**src/rtl/c17_mon_pkg.sv**
```systemverilog
// Shared types and defaults for the c17 toggle monitor.
// The state encoding is visible to the top and to anything that probes it.
package c17_mon_pkg;

   typedef enum logic [1:0] {
      IDLE  = 2'd0,
      CLEAR = 2'd1,
      COUNT = 2'd2,
      DONE  = 2'd3
   } state_e;

   localparam int CNT_W_DEF = 16;
   localparam int WIN_W_DEF = 16;
   localparam int NUM_OUT   = 2;   // nx22, nx23

endpackage

```
**src/rtl/c17_sync_edge.sv**
```systemverilog
// Synchroniser chain plus one history flop; flags any level change of d.
// The history always tracks the synchronised level, so it never holds a stale value.
module c17_sync_edge #(
   parameter int SYNC_STAGES = 2
) (
   input  logic clk,
   input  logic rst,
   input  logic d,
   output logic level,
   output logic edge_det
);

   logic [SYNC_STAGES-1:0] sync_q;
   logic                   hist_q;

   always_ff @(posedge clk or posedge rst) begin
      if (rst) begin
         sync_q <= '0;
         hist_q <= 1'b0;
      end else begin
         sync_q <= {sync_q[SYNC_STAGES-2:0], d};
         hist_q <= sync_q[SYNC_STAGES-1];
      end
   end

   assign level    = sync_q[SYNC_STAGES-1];
   assign edge_det = level ^ hist_q;

endmodule

```
**src/rtl/c17_toggle_monitor.sv**
```systemverilog
// Counts toggles of the asynchronous c17 outputs nx22/nx23 over a programmable
// window, reporting through a start/busy/done handshake.
module c17_toggle_monitor
   import c17_mon_pkg::*;
#(
   parameter int CNT_W       = CNT_W_DEF,
   parameter int WIN_W       = WIN_W_DEF,
   parameter int SYNC_STAGES = 2
) (
   input  logic             clk,
   input  logic             rst,
   input  logic             start,
   input  logic [WIN_W-1:0] window_len,
   input  logic             nx22,
   input  logic             nx23,
   output logic             busy,
   output logic             done,
   output logic [CNT_W-1:0] tgl22,
   output logic [CNT_W-1:0] tgl23,
   output logic             ovf22,
   output logic             ovf23
);

   state_e                             state_q, state_d;
   logic [WIN_W-1:0]                   rem_q, rem_d;
   logic [NUM_OUT-1:0]                 nx_in;
   logic [NUM_OUT-1:0]                 edge_det;
   logic [NUM_OUT-1:0][CNT_W-1:0]      cnt_q;
   logic [NUM_OUT-1:0]                 ovf_q;

   assign nx_in = {nx23, nx22};

   for (genvar i = 0; i < NUM_OUT; i++) begin : g_lane
      c17_sync_edge #(
         .SYNC_STAGES (SYNC_STAGES)
      ) u_sync (
         .clk      (clk),
         .rst      (rst),
         .d        (nx_in[i]),
         .level    (),
         .edge_det (edge_det[i])
      );
   end

   always_ff @(posedge clk or posedge rst) begin
      if (rst) begin
         state_q <= IDLE;
         rem_q   <= '0;
      end else begin
         state_q <= state_d;
         rem_q   <= rem_d;
      end
   end

   // COUNT exits when remaining hits 1, so it lasts exactly window_len cycles.
   always_comb begin
      state_d = state_q;
      rem_d   = rem_q;
      case (state_q)
         IDLE: begin
            if (start) begin
               state_d = CLEAR;
               rem_d   = window_len;
            end
         end
         CLEAR: state_d = (rem_q == '0) ? DONE : COUNT;
         COUNT: begin
            if (rem_q == WIN_W'(1)) state_d = DONE;
            else                    rem_d   = rem_q - WIN_W'(1);
         end
         DONE:    state_d = IDLE;
         default: state_d = IDLE;
      endcase
   end

   // Edges outside COUNT are dropped; a full counter holds and flags overflow.
   always_ff @(posedge clk or posedge rst) begin
      if (rst) begin
         cnt_q <= '0;
         ovf_q <= '0;
      end else if (state_q == CLEAR) begin
         cnt_q <= '0;
         ovf_q <= '0;
      end else if (state_q == COUNT) begin
         for (int i = 0; i < NUM_OUT; i++) begin
            if (edge_det[i]) begin
               if (&cnt_q[i]) ovf_q[i] <= 1'b1;
               else           cnt_q[i] <= cnt_q[i] + CNT_W'(1);
            end
         end
      end
   end

   assign busy  = (state_q != IDLE);
   assign done  = (state_q == DONE);
   assign tgl22 = cnt_q[0];
   assign tgl23 = cnt_q[1];
   assign ovf22 = ovf_q[0];
   assign ovf23 = ovf_q[1];

endmodule
```
**config.mk**
```make
export PLATFORM = sky130hd
export DESIGN_NAME = c17_toggle_monitor
export DESIGN_NICKNAME = d
export VERILOG_FILES = /design/src/rtl/c17_mon_pkg.sv /design/src/rtl/c17_sync_edge.sv /design/src/rtl/c17_toggle_monitor.sv
export SDC_FILE = /design/constraint.sdc
export NUM_CORES = 1
export LEC_CHECK = 0
export ABC_CLOCK_PERIOD_IN_PS = 4600
export BUFFER_PORTS_ARGS = -buffer_cell sky130_fd_sc_hd__buf_2
export CAP_MARGIN = 20
export CORE_MARGIN = 2
export CORE_UTILIZATION = 30
export CTS_CLUSTER_SIZE = 12
export DETAILED_ROUTE_END_ITERATION = 8
export HOLD_SLACK_MARGIN = 0.06
export SYNTH_ARGS = -nofsm -noshare
export SYNTH_HDL_FRONTEND = slang
export SYNTH_HIERARCHICAL = 1
export SYNTH_SLANG_ARGS = --single-unit
```
**constraint.sdc**
```tcl
create_clock -name clk -period 4.6 [get_ports clk]
set_clock_uncertainty 0.15 [all_clocks]
set_input_delay 0.23 -clock clk [delete_from_list [all_inputs] [get_ports clk]]
set_output_delay 0.23 -clock clk [all_outputs]
set_load 0.05 [all_outputs]
```
==> metrics.txt, run 1 <==
Routed WL=9306 um; run status=finished clean; # resized after CTS=0; total number of vias=3383; Die Span Y=112.7 um; number of antenna violations at the first check in global routing=0; Seq pwr share=0.313; Tcrit/Tclk final=0.6239; number of sinks handled by clock tree synthesis=58; number of cells produced by synthesis=391; DP Area=3956 sq um; leftover overflow at the end of global routing=0; first-pass detailed-route iteration total=4; post-synthesis share of cell area spent on and, or, nand and nor gates=0.2713; sequential cell area fraction in the yosys report=0.4097; horizontal die dimension=112.7 um; Pint=1.394 mW; global-route usage over all layers=0.1510; Tightest Pin Transition=0.8741 ns; Iter 0 DRT Violations=247; number of post-CTS setup repair buffers=0; count of antenna-violating nets left after detailed routing=0; number of hold violations in the final report=0; Clock Path Buffers=2; setup repair after global routing missed its margin=false; commonest cells after routing, fill and taps aside=dfrtp_1 (58), buf_2 (56), a21oi_1 (32), nand2_1 (29), o21ai_0 (20); Clk Latency, worst-skew pair=0.32 ns; flop and latch count out of synthesis=58; number of enable-type register cells in the synthesized netlist=0; setup slack, reg-to-reg=1.73 ns; xor/xnor cell area share of the yosys netlist=0.007418; Final GP Congestion=0.9127; CP arrival=2.96 ns; Layout Cells excl Fill=598; count of warnings emitted by yosys=6; Final Setup Violations=0; Yosys cell types=59; max capacitance violation total=0; clock buffer count from CTS=9; antenna fix cells=0; final max-slew violation count=0; CP Max Fanout=14; worst rel slew slack=0.4173; highest attainable clock frequency=348.4 MHz; number of port buffers=56; via-per-instance ratio=5.657; total number of placement rows=39; static leakage=1.860 nW; M3 GR Usage=0.04050; most used routing layer=met2; areal power density over the cells=571.0 nW/um^2; Setup Crit Path Kind=reg -> reg; number of ports placed on the die boundary=57; P_sw=1.073 mW; overall die area=12690 sq um; minimum hold slack=0.06343 ns; wire length of the first global-routing pass=15660 um; startpoint types=flop; CTS tree=done; DRC errors left=0; Syn Nets=421; standard cell core area=11470 sq um; share of synthesized cell area in full adder, half adder and majority cells=0.03179; most frequent standard cell in the layout excluding fill and tap cells=dfrtp_1; proportion of layout cells with a drive suffix above 1=0.2000; hold path endpoint=rem_q[1]; largest net degree at the start of global routing=53; Post-CTS Hold Fix Bufs=7; Min-Delay Path Depth=3; Worst IR Drop VDD=0.2660 mV; number of nets in the layout=481; Post-Route Utilization=0.3768; start point of the worst hold path=window_len[1]; summed area of non-filler cells in the final layout=4320 sq um; Main synth FF type=dfrtp_1; clock transition at the registers of the reported paths=0.05 ns; share of synthesized flip-flops with an asynchronous set or reset=1.000; mux share of post-synthesis cell area=0.02614; largest family of logic cells by synthesized area=simple AND/OR/NAND/NOR gates; Setup TNS=0 ns; root cell of the clock tree=clkbuf_16; area growth from synthesis to final layout=21.97%; critical path capture point type=flop; worst reg2reg path startpoint=state_q[1]; ranking of synthesized cells by area=dfrtp_1 (41%), a21oi_1 (4.5%), ha_1 (3.2%), nand2_1 (3.1%), o21ai_0 (2.8%); cell area after technology mapping=3542 sq um; GR Layer Usage met2=0.2335; Critical R2R Capture=tgl23[13]; compound-cell area share of the yosys netlist=0.2134; combinational cell fraction of total power=0.423; post-synth top area share=0.4097; Avg Synthesized Cell Area=9.059 sq um; type of the tightest min-delay check=in -> reg; Switching Fraction=0.4348; reg2reg path depth=6; Placed Cells incl. Taps=575; DP Wirelength=6619 um; number of global-route vias before repair=3135; number of levels in the clock H-tree=3; clock group share of total power=0.264; average wire per standard cell=15.56 um; initial core utilization=0.3089; met1 layer usage reported by global route=0.2067; Crit path required time=4.69 ns; area leader, netlist=dfrtp_1; final critical delay including setup and external delays=2.870 ns
flip-flops by register name, summed over array words and instances (netlist names):
signal / count
g_lane.u_sync/hist_q: 2
g_lane.u_sync/sync_q: 4
ovf_q: 2
rem_q: 16
state_q: 2
tgl22: 16
tgl23: 16
synthesized netlist by cell type (all sizes together) (4+ instances only):
master  instances
or3             6
nand4          13
or4            11
buf             4
ha              9
o21a            6
o41ai           4
o21ai          21
nand3b          4
nand3          16
a21oi          32
clkbuf         15
dfrtp          58
nor4b           4
o311ai          7
nor2b           4
nor3           13
and3            9
inv            18
o31ai           9
nand2          29
mux2i           7
o211ai          4
nor2           15
a41oi           4
a31oi           6
and4            6
nor4           10
nand2b          8
power groups by stage:
stage,logic (mW),clock network (mW),registers (mW)
6_report,1.04,0.652,0.771
5_1_grt,1.16,0.694,0.793
2_1_floorplan,0.729,0,0.812
4_1_cts,1.03,0.668,0.770
3_3_place_gp,1.01,0,0.771
3_5_place_dp,1.03,0,0.776
critical path, cell delays in order, from the launching register on:
cell	delay (ns)
dfrtp_1	0.41
inv_1	0.14
ha_1	0.44
o21ai_1	0.39
or4_4	0.67
or4_1	0.42
a21oi_1	0.15
area by class of cell:
class                      count  area, sq um
tap                          143        178.9
sequential                    58         1451
fill                        1166         7147
clock inverter                 3        40.04
clock buffer                  12        246.5
multi-input combinational    296         1948
timing repair buffer          68        387.9
inverter                      18        67.56
metrics by stage:
step / setup WS [ns] / power, mW
global placement: 1.863 / 1.777
floorplan: 2.255 / 1.541
global route: 1.526 / 2.646
finish: 1.730 / 2.467
CTS: 1.719 / 2.472
detailed placement: 1.728 / 1.803
worst max path at each step:
stage	start	end	slack, ns	cells after the start
finish	state_q[1]	tgl23[13]	1.73	6
global route	state_q[1]	tgl23[12]	1.53	6
global placement	state_q[0]	rem_q[9]	1.86	6
floorplan	tgl23[0]	tgl23[12]	2.26	5
detailed placement	state_q[1]	tgl23[13]	1.73	6
CTS	state_q[1]	tgl23[13]	1.72	6
per-layer routing:
layer | routed length, um | vias to the layer above
li1 | - | 1634
met1 | 4410 | 1626
met2 | 4270 | 111
met3 | 521 | 12
met4 | 104 | 0
met5 | 0 | -
kinds of logic after synthesis:
family                     Yosys count
AOI/OAI and AO/OA                  114
xor gates and xnor gates             3
adders and majority gates            9
buffers and inverters               37
DFF                                 58
muxes                                9
and+or+nand+nor                    161
Note: power is estimated with default switching activity, not from simulation.
==> run 2: changes to the inputs <==
--- a/config.mk
+++ b/config.mk
@@ -5,7 +5,7 @@
 export SDC_FILE = /design/constraint.sdc
 export NUM_CORES = 1
 export LEC_CHECK = 0
-export ABC_CLOCK_PERIOD_IN_PS = 4600
+export ABC_CLOCK_PERIOD_IN_PS = 2300
 export BUFFER_PORTS_ARGS = -buffer_cell sky130_fd_sc_hd__buf_2
 export CAP_MARGIN = 20
 export CORE_MARGIN = 2
==> constraint.sdc (replaced) <==
create_clock -name clk -period 2.3 [get_ports clk]
set_clock_uncertainty 0.15 [all_clocks]
set_input_delay 0.115 -clock clk [delete_from_list [all_inputs] [get_ports clk]]
set_output_delay 0.115 -clock clk [all_outputs]
set_load 0.05 [all_outputs]
==> run 2 against run 1 <==
Net effect:
- total power rose by 120%
- maximum frequency increased by 32%
- global-route usage is 0.57 points higher
- clock-buffer cell count fell by 1
- sequential share of layout area fell by 2.8 points
- cell area rose by 9.2%
- die area stayed put
- clock power increased by 120%
- first-iteration DRC count increased by 14%
- worst setup slack worse by 1.6 ns
- non-clock buffer count up 39
- combinational power up 140%
==> metrics.txt, run 2 (same netlist as run 1, synthesis figures left out) <==
run status=finished clean (unchanged); Max stage delay on crit path=0.59 ns (was 0.67 ns); worst reg2reg path startpoint=g_lane[1].u_sync/sync_q[1] (was state_q[1]); Iter 0 DRT Violations=282 (was 247); Setup TNS=0 ns (unchanged); register area=1454 sq um (was 1451 sq um); number of nets in the layout=520 (was 481); final worst setup slack=0.1251 ns (was 1.730 ns); standard cell core area=11470 sq um (unchanged); Layout Cells excl Fill=638 (was 598); Clk Latency, worst-skew pair=0.33 ns (was 0.32 ns); DRC errors left=0 (unchanged); Tcrit/Tclk final=0.9456 (was 0.6239); CP Max Fanout=6 (was 14); total number of vias=3507 (was 3383); root cell of the clock tree=clkbuf_16 (unchanged); met2 WL post-DR=4613 um (was 4270 um); post-placement setup slack=0.1044 ns (was 1.728 ns); Post-Route Utilization=0.4115 (was 0.3768); number of antenna violations at the first check in global routing=0 (unchanged); CP arrival=2.28 ns (was 2.96 ns); areal power density over the cells=1157 nW/um^2 (was 571.0 nW/um^2); CTS tree=done (unchanged); detailed route wirelength on metal3=563 um (was 521 um); final critical delay including setup and external delays=2.175 ns (was 2.870 ns); uppermost layer routed=met4 (unchanged); proportion of layout cells with a drive suffix above 1=0.2626 (was 0.2000); total number of placement rows=39 (unchanged); cell-by-cell listing of the critical path=xor2_1 > o21ai_2 > or4_4 > or4_1 > a21oi_1 (was inv_1 > ha_1 > o21ai_1 > or4_4 > or4_1 > a21oi_1); Final Setup Violations=0 (unchanged); Die Span Y=112.7 um (unchanged); max capacitance violation total=0 (unchanged); area of the multi-input gates=1991 sq um (was 1948 sq um); average wire per standard cell=15.31 um (was 15.56 um); via-per-instance ratio=5.497 (was 5.657); static leakage=2.075 nW (was 1.860 nW); global-route usage over all layers=0.1567 (was 0.1510); clock buffer count from CTS=9 (unchanged); Routed WL=9770 um (was 9306 um); antenna fix cells=0 (unchanged); final max-slew violation count=0 (unchanged); worst rel slew slack=0.6037 (was 0.4173); DP Wirelength=7082 um (was 6619 um); initial core utilization=0.3089 (unchanged); count of antenna-violating nets left after detailed routing=0 (unchanged); Crit path required time=2.41 ns (was 4.69 ns); wire length on met1=4441 um (was 4410 um); leftover overflow at the end of global routing=0 (unchanged); critical path capture point type=flop (unchanged); clock transition at the registers of the reported paths=0.06 ns (was 0.05 ns); commonest cells after routing, fill and taps aside=dfrtp_1 (56), buf_2 (56), buf_4 (34), a21oi_1 (31), nand2_1 (29) (was dfrtp_1 (58), buf_2 (56), a21oi_1 (32), nand2_1 (29), o21ai_0 (20)); horizontal die dimension=112.7 um (unchanged); library cell contributing the largest single delay on the critical path=or4_4 (unchanged); number of levels in the clock H-tree=3 (unchanged); number of post-CTS setup repair buffers=0 (unchanged); type of the tightest min-delay check=in -> async (was in -> reg); startpoint types=flop (unchanged); Worst IR Drop VDD=0.5762 mV (was 0.2660 mV); number of global-route vias before repair=3320 (was 3135); largest net degree at the start of global routing=27 (was 53); first-pass detailed-route iteration total=4 (unchanged); highest attainable clock frequency=459.8 MHz (was 348.4 MHz); number of sinks handled by clock tree synthesis=58 (unchanged); number of hold violations in the final report=0 (unchanged); overall die area=12690 sq um (unchanged); number of ports placed on the die boundary=57 (unchanged); Placed Cells incl. Taps=606 (was 575); wire length of the first global-routing pass=16240 um (was 15660 um); Setup Crit Path Kind=reg -> reg (unchanged); startpoint of the worst setup timing path=g_lane[1].u_sync/sync_q[1] (was state_q[1]); Final GP Congestion=0.9219 (was 0.9127); fill cell instance count of the final layout=1127 (was 1166); Clock Path Buffers=2 (unchanged); Tightest Pin Transition=0.5935 ns (was 0.8741 ns); setup repair after global routing missed its margin=false (unchanged); number of port buffers=56 (unchanged); area growth from synthesis to final layout=33.20% (was 21.97%)
## run 2: path summary, 6_finish.rpt
| kind | endpoint | slack, ns | cells after the start |
|---|---|---|---|
| setup / recovery | tgl23[11] | 0.13 | 5 |
| hold / removal | g_lane[0].u_sync/hist_q | 0.06 | 3 |
| setup reg to reg | tgl23[11] | 0.13 | 5 |
| hold reg to reg | g_lane[0].u_sync/sync_q[1] | 0.20 | 0 |
| max in group asynchronous | rem_q[13] | 1.05 | 4 |
| min in group clk | rem_q[13] | 0.07 | 5 |
## run 2: timing repair
action                                 in CTS  in global routing
gates resized for setup                     0                  7
setup endpoints to repair                   0                  5
endpoints found under the hold margin      45                  0
hold buffers                               16                  0
## run 2: cell type report
cell class                 instances  area share
clock buffer                      11     0.04932
clock inverter                     5     0.01671
inverter                          18     0.01432
multi-input combinational        296      0.4219
sequential                        58      0.3081
tap                              143     0.03792
timing repair buffer             107      0.1517
## run 2: through the flow
stage / total power, mW / instance area (sq um) / hold WS (ns)
floorplan: 3.094 / 3548 / -0.2814
global placement: 3.928 / 4208 / -0.1342
detailed placement: 3.957 / 4208 / -0.1344
CTS: 5.430 / 4679 / 0.06907
global route: 5.831 / 4718 / 0.08062
finish: 5.459 / 4718 / 0.06414
## run 2: power breakdown
group,internal [mW],switching (mW)
Sequential,1.24,0.264
Clock,0.946,0.478
Combinational,0.991,1.54
## run 2: critical path: cells and delay by family, from the launching register on
kind                      cells  cell delay [ns]
AOI/OAI and AO/OA             2             0.30
xor gates and xnor gates      1             0.26
DFF                           1             0.39
and+or+nand+nor               2             1.01
## run 2: metal layers
layer  up-vias  GRT usage
li1       1718          -
met1      1669     0.2034
met2       104     0.2527
met3        16    0.03996
met4         0    0.05691
met5         -          0
